==> config.mk <==
export PLATFORM = sky130hd
export DESIGN_NAME = cs_y_collector_flat
export DESIGN_NICKNAME = d
export VERILOG_FILES = /design/src/rtl/cs_pkg.sv /design/src/rtl/cs_y_collector_if.sv /design/src/rtl/cs_ycol_fifo.sv /design/src/rtl/cs_y_collector.sv /design/src/flat_wrapper.sv
export SDC_FILE = /design/constraint.sdc
export NUM_CORES = 1
export LEC_CHECK = 0
export BUFFER_PORTS_ARGS = -buffer_cell sky130_fd_sc_hd__buf_2
export CAP_MARGIN = 5
export CORE_MARGIN = 2
export CORE_UTILIZATION = 30
export DETAILED_ROUTE_END_ITERATION = 16
export GPL_ROUTABILITY_DRIVEN = 0
export GPL_TIMING_DRIVEN = 0
export SYNTH_ARGS = -nofsm -noshare
export SYNTH_HDL_FRONTEND = slang
export SYNTH_SLANG_ARGS = --single-unit
==> constraint.sdc <==
create_clock -name clk -period 5.5 [get_ports clk]
set_clock_uncertainty 0.2 [all_clocks]
set_input_delay 0.275 -clock clk [delete_from_list [all_inputs] [get_ports clk]]
set_output_delay 0.275 -clock clk [all_outputs]
set_load 0.01 [all_outputs]
==> src/rtl/cs_pkg.sv <==
// cs_pkg: constants and types shared by the CS window core and its neighbouring stages
package cs_pkg;
    localparam int WIN_LEN = 9;
    localparam int X_W = 8;
    localparam int Y_W = 10;
    typedef logic [Y_W-1:0] cs_y_t;
endpackage

==> src/rtl/cs_y_collector_if.sv <==
// cs_y_collector_if: valid/ready result stream; carries a sequence tag when CS_YCOL_SEQ_EN is defined
interface cs_y_collector_if
`ifdef CS_YCOL_SEQ_EN
    #(parameter int SEQ_W = 8)
`endif
    ;
    import cs_pkg::*;
    logic valid;
    logic ready;
    cs_y_t data;
`ifdef CS_YCOL_SEQ_EN
    logic [SEQ_W-1:0] seq;
`endif
    modport master (
        output valid,
        output data,
`ifdef CS_YCOL_SEQ_EN
        output seq,
`endif
        input ready
    );
    modport slave (
        input valid,
        input data,
`ifdef CS_YCOL_SEQ_EN
        input seq,
`endif
        output ready
    );
endinterface

==> src/rtl/cs_ycol_fifo.sv <==
// cs_ycol_fifo: synchronous FIFO with a registered head output that holds its value while empty
module cs_ycol_fifo #(
    parameter int DW = 10,
    parameter int DEPTH = 8
) (
    input  logic          clk,
    input  logic          reset,
    input  logic          clr,
    input  logic          push,
    input  logic          pop,
    input  logic [DW-1:0] din,
    output logic [DW-1:0] dout,
    output logic          full,
    output logic          empty
);
    localparam int AW = $clog2(DEPTH);
    logic [AW:0] wr_ptr, rd_ptr, wr_n, rd_n;
    logic [DW-1:0] mem [DEPTH];
    logic wr_en, rd_en;
    assign empty = wr_ptr == rd_ptr;
    assign full = (wr_ptr[AW] != rd_ptr[AW]) && (wr_ptr[AW-1:0] == rd_ptr[AW-1:0]);
    assign rd_en = pop & ~empty;
    assign wr_en = push & (~full | rd_en);
    assign wr_n = clr ? '0 : wr_ptr + {{AW{1'b0}}, wr_en};
    assign rd_n = clr ? '0 : rd_ptr + {{AW{1'b0}}, rd_en};
    always_ff @(posedge clk) begin
        if (wr_en && !clr) mem[wr_ptr[AW-1:0]] <= din;
    end
    // Head is reloaded whenever the FIFO stays non-empty; an entry written this edge bypasses mem
    always_ff @(posedge clk or negedge reset) begin
        if (!reset) begin
            wr_ptr <= '0;
            rd_ptr <= '0;
            dout <= '0;
        end else begin
            wr_ptr <= wr_n;
            rd_ptr <= rd_n;
            if (wr_n != rd_n) dout <= (wr_en && rd_n == wr_ptr) ? din : mem[rd_n[AW-1:0]];
        end
    end
endmodule

==> src/rtl/cs_y_collector.sv <==
// cs_y_collector: qualifies CS Y results by window fill and queues them on a valid/ready stream
// Defining CS_YCOL_SEQ_EN adds a per-attempt sequence tag (out.seq) stored alongside each result.
module cs_y_collector
    import cs_pkg::*;
#(
    parameter int DEPTH = 8
`ifdef CS_YCOL_SEQ_EN
  , parameter int SEQ_W = 8
`endif
) (
    input  logic                    clk,
    input  logic                    reset,
    input  logic                    x_valid,
    input  cs_y_t                   y_in,
    input  logic                    clr,
    cs_y_collector_if.master        out,
    output logic                    ovf,
    output logic [7:0]              drop_cnt
);
    localparam int FC_W = $clog2(WIN_LEN + 1);
`ifdef CS_YCOL_SEQ_EN
    localparam int DW = Y_W + SEQ_W;
`else
    localparam int DW = Y_W;
`endif
    logic [FC_W-1:0] fill_cnt;
    logic win_full, full, empty, push_due, pop, push, drop;
    logic [DW-1:0] din, dout;
    assign push_due = win_full & ~clr;
    assign pop = ~empty & out.ready & ~clr;
    assign push = push_due & (~full | pop);
    assign drop = push_due & full & ~pop;
    // Any non-sample shifted into CS corrupts the window, so the count restarts from zero
    always_ff @(posedge clk or negedge reset) begin
        if (!reset) begin
            fill_cnt <= '0;
            win_full <= 1'b0;
            ovf <= 1'b0;
            drop_cnt <= '0;
        end else begin
            fill_cnt <= (clr || !x_valid) ? '0 : (fill_cnt == FC_W'(WIN_LEN)) ? fill_cnt : fill_cnt + 1'b1;
            win_full <= !clr && x_valid && fill_cnt >= FC_W'(WIN_LEN - 1);
            if (drop) begin
                ovf <= 1'b1;
                if (drop_cnt != 8'hff) drop_cnt <= drop_cnt + 1'b1;
            end
        end
    end
`ifdef CS_YCOL_SEQ_EN
    logic [SEQ_W-1:0] seq_cnt;
    always_ff @(posedge clk or negedge reset) begin
        if (!reset) seq_cnt <= '0;
        else seq_cnt <= clr ? '0 : seq_cnt + SEQ_W'(push_due);
    end
    assign din = {seq_cnt, y_in};
    assign out.seq = dout[DW-1:Y_W];
`else
    assign din = y_in;
`endif
    assign out.data = dout[Y_W-1:0];
    assign out.valid = ~empty;
    cs_ycol_fifo #(.DW(DW), .DEPTH(DEPTH)) u_fifo (
        .clk(clk),
        .reset(reset),
        .clr(clr),
        .push(push),
        .pop(pop),
        .din(din),
        .dout(dout),
        .full(full),
        .empty(empty)
    );
endmodule

==> src/flat_wrapper.sv <==
// flat-port wrapper written by rule: the top's interface ports become plain ports
module cs_y_collector_flat import cs_pkg::*;
#(
    parameter int DEPTH = 8

)
  (clk, reset, x_valid, y_in, clr, ovf, drop_cnt, out_valid, out_data, out_ready);
  cs_y_collector_if out_i ();
  input  logic clk;
  input  logic reset;
  input  logic x_valid;
  input  cs_y_t y_in;
  input  logic clr;
  output logic ovf;
  output logic [7:0] drop_cnt;
  output wire logic [$bits(out_i.valid)-1:0] out_valid;
  output wire logic [$bits(out_i.data)-1:0] out_data;
  input wire logic [$bits(out_i.ready)-1:0] out_ready;
  assign out_valid = out_i.valid;
  assign out_data = out_i.data;
  assign out_i.ready = out_ready;
  cs_y_collector #(.DEPTH(DEPTH)) u_core (.clk(clk), .reset(reset), .x_valid(x_valid), .y_in(y_in), .clr(clr), .out(out_i), .ovf(ovf), .drop_cnt(drop_cnt));
endmodule
# After elaboration in Yosys (flattened, before gate mapping)

Memories as Yosys holds them, arrays and structs flattened.
Index checks and enable logic that the tools add are counted.
W data, S select, Z words.

Add/subtract/negate cells: 4
$mul: 0
Div/mod/pow operators: 0
$lt $le $gt $ge: 1
Eq/ne operators: 8
Shifts and indexed selects: 0
Mux-type cells: 7
Bitwise gates (word level): 14
Reductions and logical operators: 9

Operator list:

| kind                  | count |
|---|---|
| $mux W4               | 4 |
| $mux W10              | 1 |
| $add A4 B1 Y4         | 2 |
| $add A8 B1 Y8 const B | 1 |
| $and A1 B1 Y1         | 8 |
| $eq A4 B4 Y1          | 2 |
| $ne A8 B8 Y1 const B  | 1 |
| $logic_and A1 B1 Y1   | 5 |
| $add A4 B1 Y4 const B | 1 |
| $eq A4 B4 Y1 const B  | 1 |
| $ge A4 B4 Y1 const B  | 1 |
| $ne A4 B4 Y1          | 1 |
| $not A1 Y1            | 4 |
| $eq A3 B3 Y1          | 1 |
| $logic_not A1 Y1      | 2 |
| $mux W1               | 2 |
| $ne A2 B1 Y1 const B  | 1 |
| $or A1 B1 Y1          | 2 |
| $reduce_and A2 Y1     | 1 |
| $logic_or A1 B1 Y1    | 1 |
| $ne A1 B1 Y1          | 1 |

Flip-flop bits (word level): 32
Latch bits: 0
RAM bits: 80
Memory bits (read-only): 0
Input port bits: 15
Output and inout bits: 20
Memories kept: 1

Memories:

| memory            | words | width | rd ports | clocked after memory_dff | write ports | line               | RTL |
|---|---|---|---|---|---|---|---|
| u_core.u_fifo.mem | 8     | 10    | 1        | 0                        | 1           | cs_ycol_fifo.sv:18 | `logic [DW-1:0] mem [DEPTH];` |

# Longest topological paths before layout

Depth in word-level cells: 10
Mapped depth: 15
Gate-level depth less buffers: 13

# Cells and area by module

A second synthesis with hierarchy kept.

Cells, all modules: 370
Area total of the unflattened synthesis: 5034.8 sq um

Modules (own cells, without submodules):

| module         | times used | cells each | area an instance (sq um) | seq. area each (sq um) |
|---|---|---|---|---|
| cs_ycol_fifo   | 1          | 299        | 4277.9                   | 2852.7 |
| cs_y_collector | 1          | 71         | 757.0                    | 350.3 |

# Worst setup path after synthesis

Ideal clock, no wire load.

Path type: flip-flop to flip-flop
From: reg u_core.u_fifo.wr_ptr[0]
To: reg u_core.u_fifo.dout[5]
Arrival time: 2.705 ns
Required time: 5.204 ns
Setup slack: 2.500 ns
Stages on the path, launching flop included: 15
Path buffers: 2
Cells stage by stage: dfrtp_1 > buf_6 > xnor2_1 > and3_1 > nand2_1 > and3b_1 > ha_1 > ha_1 > nor4bb_1 > a31oi_1 > o32ai_1 > nand4_1 > buf_2 > o21a_1 > o31ai_1

Word-level cells in the longest chain between the ends: 10

Ends and longest elaborated chain:

| element                                                                | line               | RTL |
|---|---|---|
| start, declared                                                        | cs_ycol_fifo.sv:17 | `logic [AW:0] wr_ptr, rd_ptr, wr_n, rd_n;` |
| start signal, assigned                                                 | cs_ycol_fifo.sv:36 | `wr_ptr <= wr_n;` |
| $eq A4 B4 Y1 (*)                                                       | cs_ycol_fifo.sv:20 | `assign empty = wr_ptr == rd_ptr;` |
| $not A1 Y1 (*)                                                         | --                 |  |
| via out_valid                                                          | flat_wrapper.sv:16 | `output wire logic [$bits(out_i.valid)-1:0] out_valid;` |
| parallel branches: the longest is 8 deep, another holds $mem_v2 Z8 W10 | --                 |  |
| end signal, assigned                                                   | cs_ycol_fifo.sv:38 | `if (wr_n != rd_n) dout <= (wr_en && rd_n == wr_ptr) ? din : mem[rd_n[AW-1:0]];` |
| end, declared                                                          | cs_ycol_fifo.sv:12 | `output logic [DW-1:0] dout,` |

Mark *: on every way through the listed nets, which the timed path passes.
A chain may end at the register's enable or synchronous reset.

# Worst setup path in the final report

From: reg u_core.u_fifo.wr_ptr[0]
To: reg u_core.u_fifo.dout[0]

Word-level cells in the longest chain between the ends: 10

Ends and longest elaborated chain:

| element |
|---|
| parallel branches: the longest is 10 deep, another holds $mem_v2 Z8 W10 |

Several ways; the timed one is not identified.

==> flow_summary.toml <==
[worst_setup_path]
worst-path-buf-inv = 3
cp.required_ns = 5.51
cpPeakStageDelay_ns = 0.52
cp_common_cell = "xnor2_1"
worst_setup_path_start_kind = "flip-flop"
crit_type = "flip-flop to flip-flop"
slowest_stage = "clkbuf_1"
r2r_slack_ns = 1.96
cp_cell_sequence = "buf_6 -> xnor2_1 -> nand3_2 -> o21ai_2 -> inv_1 -> ha_1 -> ha_1 -> xnor2_1 -> xnor2_1 -> a31oi_1 -> nor2_1 -> clkbuf_1 -> o31ai_1"
crit_family = "buffers and inverters"
worstPathMaxFanout = 10
cp.arrival_ns = 3.55
cp-end-kind = "flip-flop"

[yosys]
syn_avg_cell_area_um2 = 13.3
ys.flop_type = "edfxtp_1"
synth-seq-cells = 112
yosysTopAreaCell = "edfxtp_1"
synth-seq-area-share_pct = 64.7
synth_nets = 395
synth_top_area_share_pct = 48.5
async_flop_share_pct = 28.6
syn_area_um2 = 4950
synth.area.top_cells = "edfxtp_1 (49%), dfrtp_1 (16%), xnor2_1 (3.2%)"
syn_inst = 372
synth_cell_types = 44
synth-edff-count = 80
synthesis.yosys.warnings = 0

[drt]
wl_per_cell_um = 17.2
ant_nets = 0
vias = 3136
dr.pass1.iters = 4
drtIter0Drc = 267
routed_wl_um = 11000
via_per_inst = 4.89
drc = 0

[power_and_ir_drop]
power_density_nw_per_um2 = 280
swShare_pct = 21.8
switching_power_mw = 0.351
power.leakage_nw = 2.17
vdd_drop_max_v = 0.000207
power_frac_seq_pct = 57.1
pwr-share-comb_pct = 3.0
p_int_mw = 1.26
clkPwrFrac_pct = 39.9
total_power_mw = 1.61

[timing]
layout_min_cycle_time_ns = 3.54
finalHoldViolCount = 0
setup_ws_ns = 1.96
tightest_slew_ns = 0.981
fmax_mhz = 283
slew-limit-headroom_pct = 34.3
period_share_pct = 64.3
rsz0062_at_grt = "false"
setup_violations = 0
tns_ns = 0
finalMaxSlewViolations = 0

[clock_tree]
clkTransAtPathRegs_ns = 0.08
clock_latency_ns = 0.35
cts_made_buffers = 9
clk_root_buffer_cell = "clkbuf_16"
cts.path.max_buffers = 2
cts_tree = "yes"
cts.htree.levels = 3
clock-sinks = 112

[layout]
nNetsFinal = 443
drive_gt1_share_pct = 22.4
multi_input_area_um2 = 1630
final_common_cell = "edfxtp_1"
ff_latch_area_um2 = 3200
mostFrequentLayoutCells = "edfxtp_1 (80), buf_2 (42), nand2_1 (37), dfrtp_1 (32), nor2_1 (24)"
final.fill_count = 1604
n_antenna_cell = 0
area_growth_pct = 16.1

[placement]
portBuffers = 33
hpwl_um = 7480
place_ws_ns = 1.90

[die]
die_w_um = 132
die-area_um2 = 17500
die_y_um = 132
initial_core_util_pct = 30.9
rows = 46
design.core.area_um2 = 16000
num_io_pins = 35

[global_route]
antenna_found_initial = 0
grt_util_all_layers_pct = 12.8
grt_pass1_vias = 3128
overflow = 0
grt_pass1_wl_um = 17300
grt_start_max_net_pins = 33

[outcome]
outcome = "finished clean"

[worst_hold_path]
hold_path_class = "primary input to flip-flop"

[job]
cap_violations = 0
-- through the flow --
step	utilization, %	instance area, µm²	hold WS (ns)	instances
final	35.9	5750	0.0262	641
after global routing	35.9	5750	0.0234	641
after detailed placement	34.0	5450	0.201	624
after CTS	35.9	5750	0.0144	641
after floorplan	-	4950	-0.221	372
after global placement	33.6	5380	0.199	621
-- flip-flops by register name, indices dropped and copies added, names as in the netlist --
name                  cells
u_core.u_fifo.wr_ptr      4
u_core.drop_cnt           8
u_core.u_fifo.dout       10
u_core.win_full           1
u_core.u_fifo.rd_ptr      4
u_core.ovf                1
u_core.fill_cnt           4
u_core.u_fifo.mem        80
-- timing repair --
action,in CTS,in global routing
buffers inserted,0,0
gates resized for setup,0,0
endpoints found under the hold margin,32,0
hold buffers,1,0
-- area by class of cell --
type,instances,area share (%)
buffer,23,2.11
clock buffer,11,4.22
clock inverter,5,0.828
inverter,8,0.523
multi-input combinational,229,28.4
sequential,112,55.7
tap,216,4.70
timing repair buffer,37,3.44
-- power by group through the flow --
stage / Sequential (mW) / Clock, mW / Combinational [mW]
global route: 0.918 / 0.678 / 0.0551
global placement: 0.935 / 0 / 0.0480
detailed placement: 0.936 / 0 / 0.0499
CTS: 0.917 / 0.644 / 0.0505
floorplan: 0.939 / 0 / 0.0139
finish: 0.917 / 0.641 / 0.0489
-- metal layers --
metal | wire (µm) | track usage, % | share of wire (%) | vias up
li1 | - | - | - | 1466
met1 | 5040 | 17.4 | 46 | 1564
met2 | 5200 | 20.0 | 47 | 91
met3 | 547 | 3.26 | 5.0 | 15
met4 | 210 | 4.66 | 1.9 | 0
met5 | 0 | 0 | 0 | -
-- cell families after synthesis --
| logic type | Yosys count | share of synthesized area [%] |
|---|---|---|
| compound gates | 78 | 10.7 |
| xor+xnor | 23 | 4.07 |
| buf+inv | 31 | 3.06 |
| flops | 112 | 64.7 |
| fa+ha+maj | 8 | 2.02 |
| mux | 24 | 5.41 |
| simple gates | 96 | 10.0 |
-- synthesized netlist by cell type (2+ instances only) --
cell type	count
a21oi_1	12
a221oi_1	10
a22oi_1	10
a31oi_1	2
and3_1	2
buf_2	9
buf_4	4
clkbuf_1	7
dfrtp_1	32
edfxtp_1	80
ha_1	8
inv_1	8
mux2_2	12
mux2i_1	11
nand2_1	37
nand2b_1	4
nand3_1	3
nand3_2	2
nand4_1	4
nor2_1	24
nor2_2	2
nor2b_1	6
nor3_1	2
nor3b_1	2
nor4b_1	2
o21a_1	10
o21ai_0	11
o22ai_1	10
o31ai_1	10
xnor2_1	18
xor2_1	5
-- worst paths after layout --
check / startpoint / end / depth (start not counted)
worst min-delay path: y_in[4] / u_core.u_fifo.mem[6][4] / 1
worst max register to register: u_core.u_fifo.wr_ptr[0] / u_core.u_fifo.dout[0] / 13
min in group asynchronous: reset / u_core.drop_cnt[5] / 2
max in group asynchronous: reset / u_core.u_fifo.rd_ptr[1] / 2
worst max-delay path: u_core.u_fifo.wr_ptr[0] / u_core.u_fifo.dout[0] / 13
worst min register to register: u_core.ovf / u_core.ovf / 1
Power figures use the tool's default switching activity.
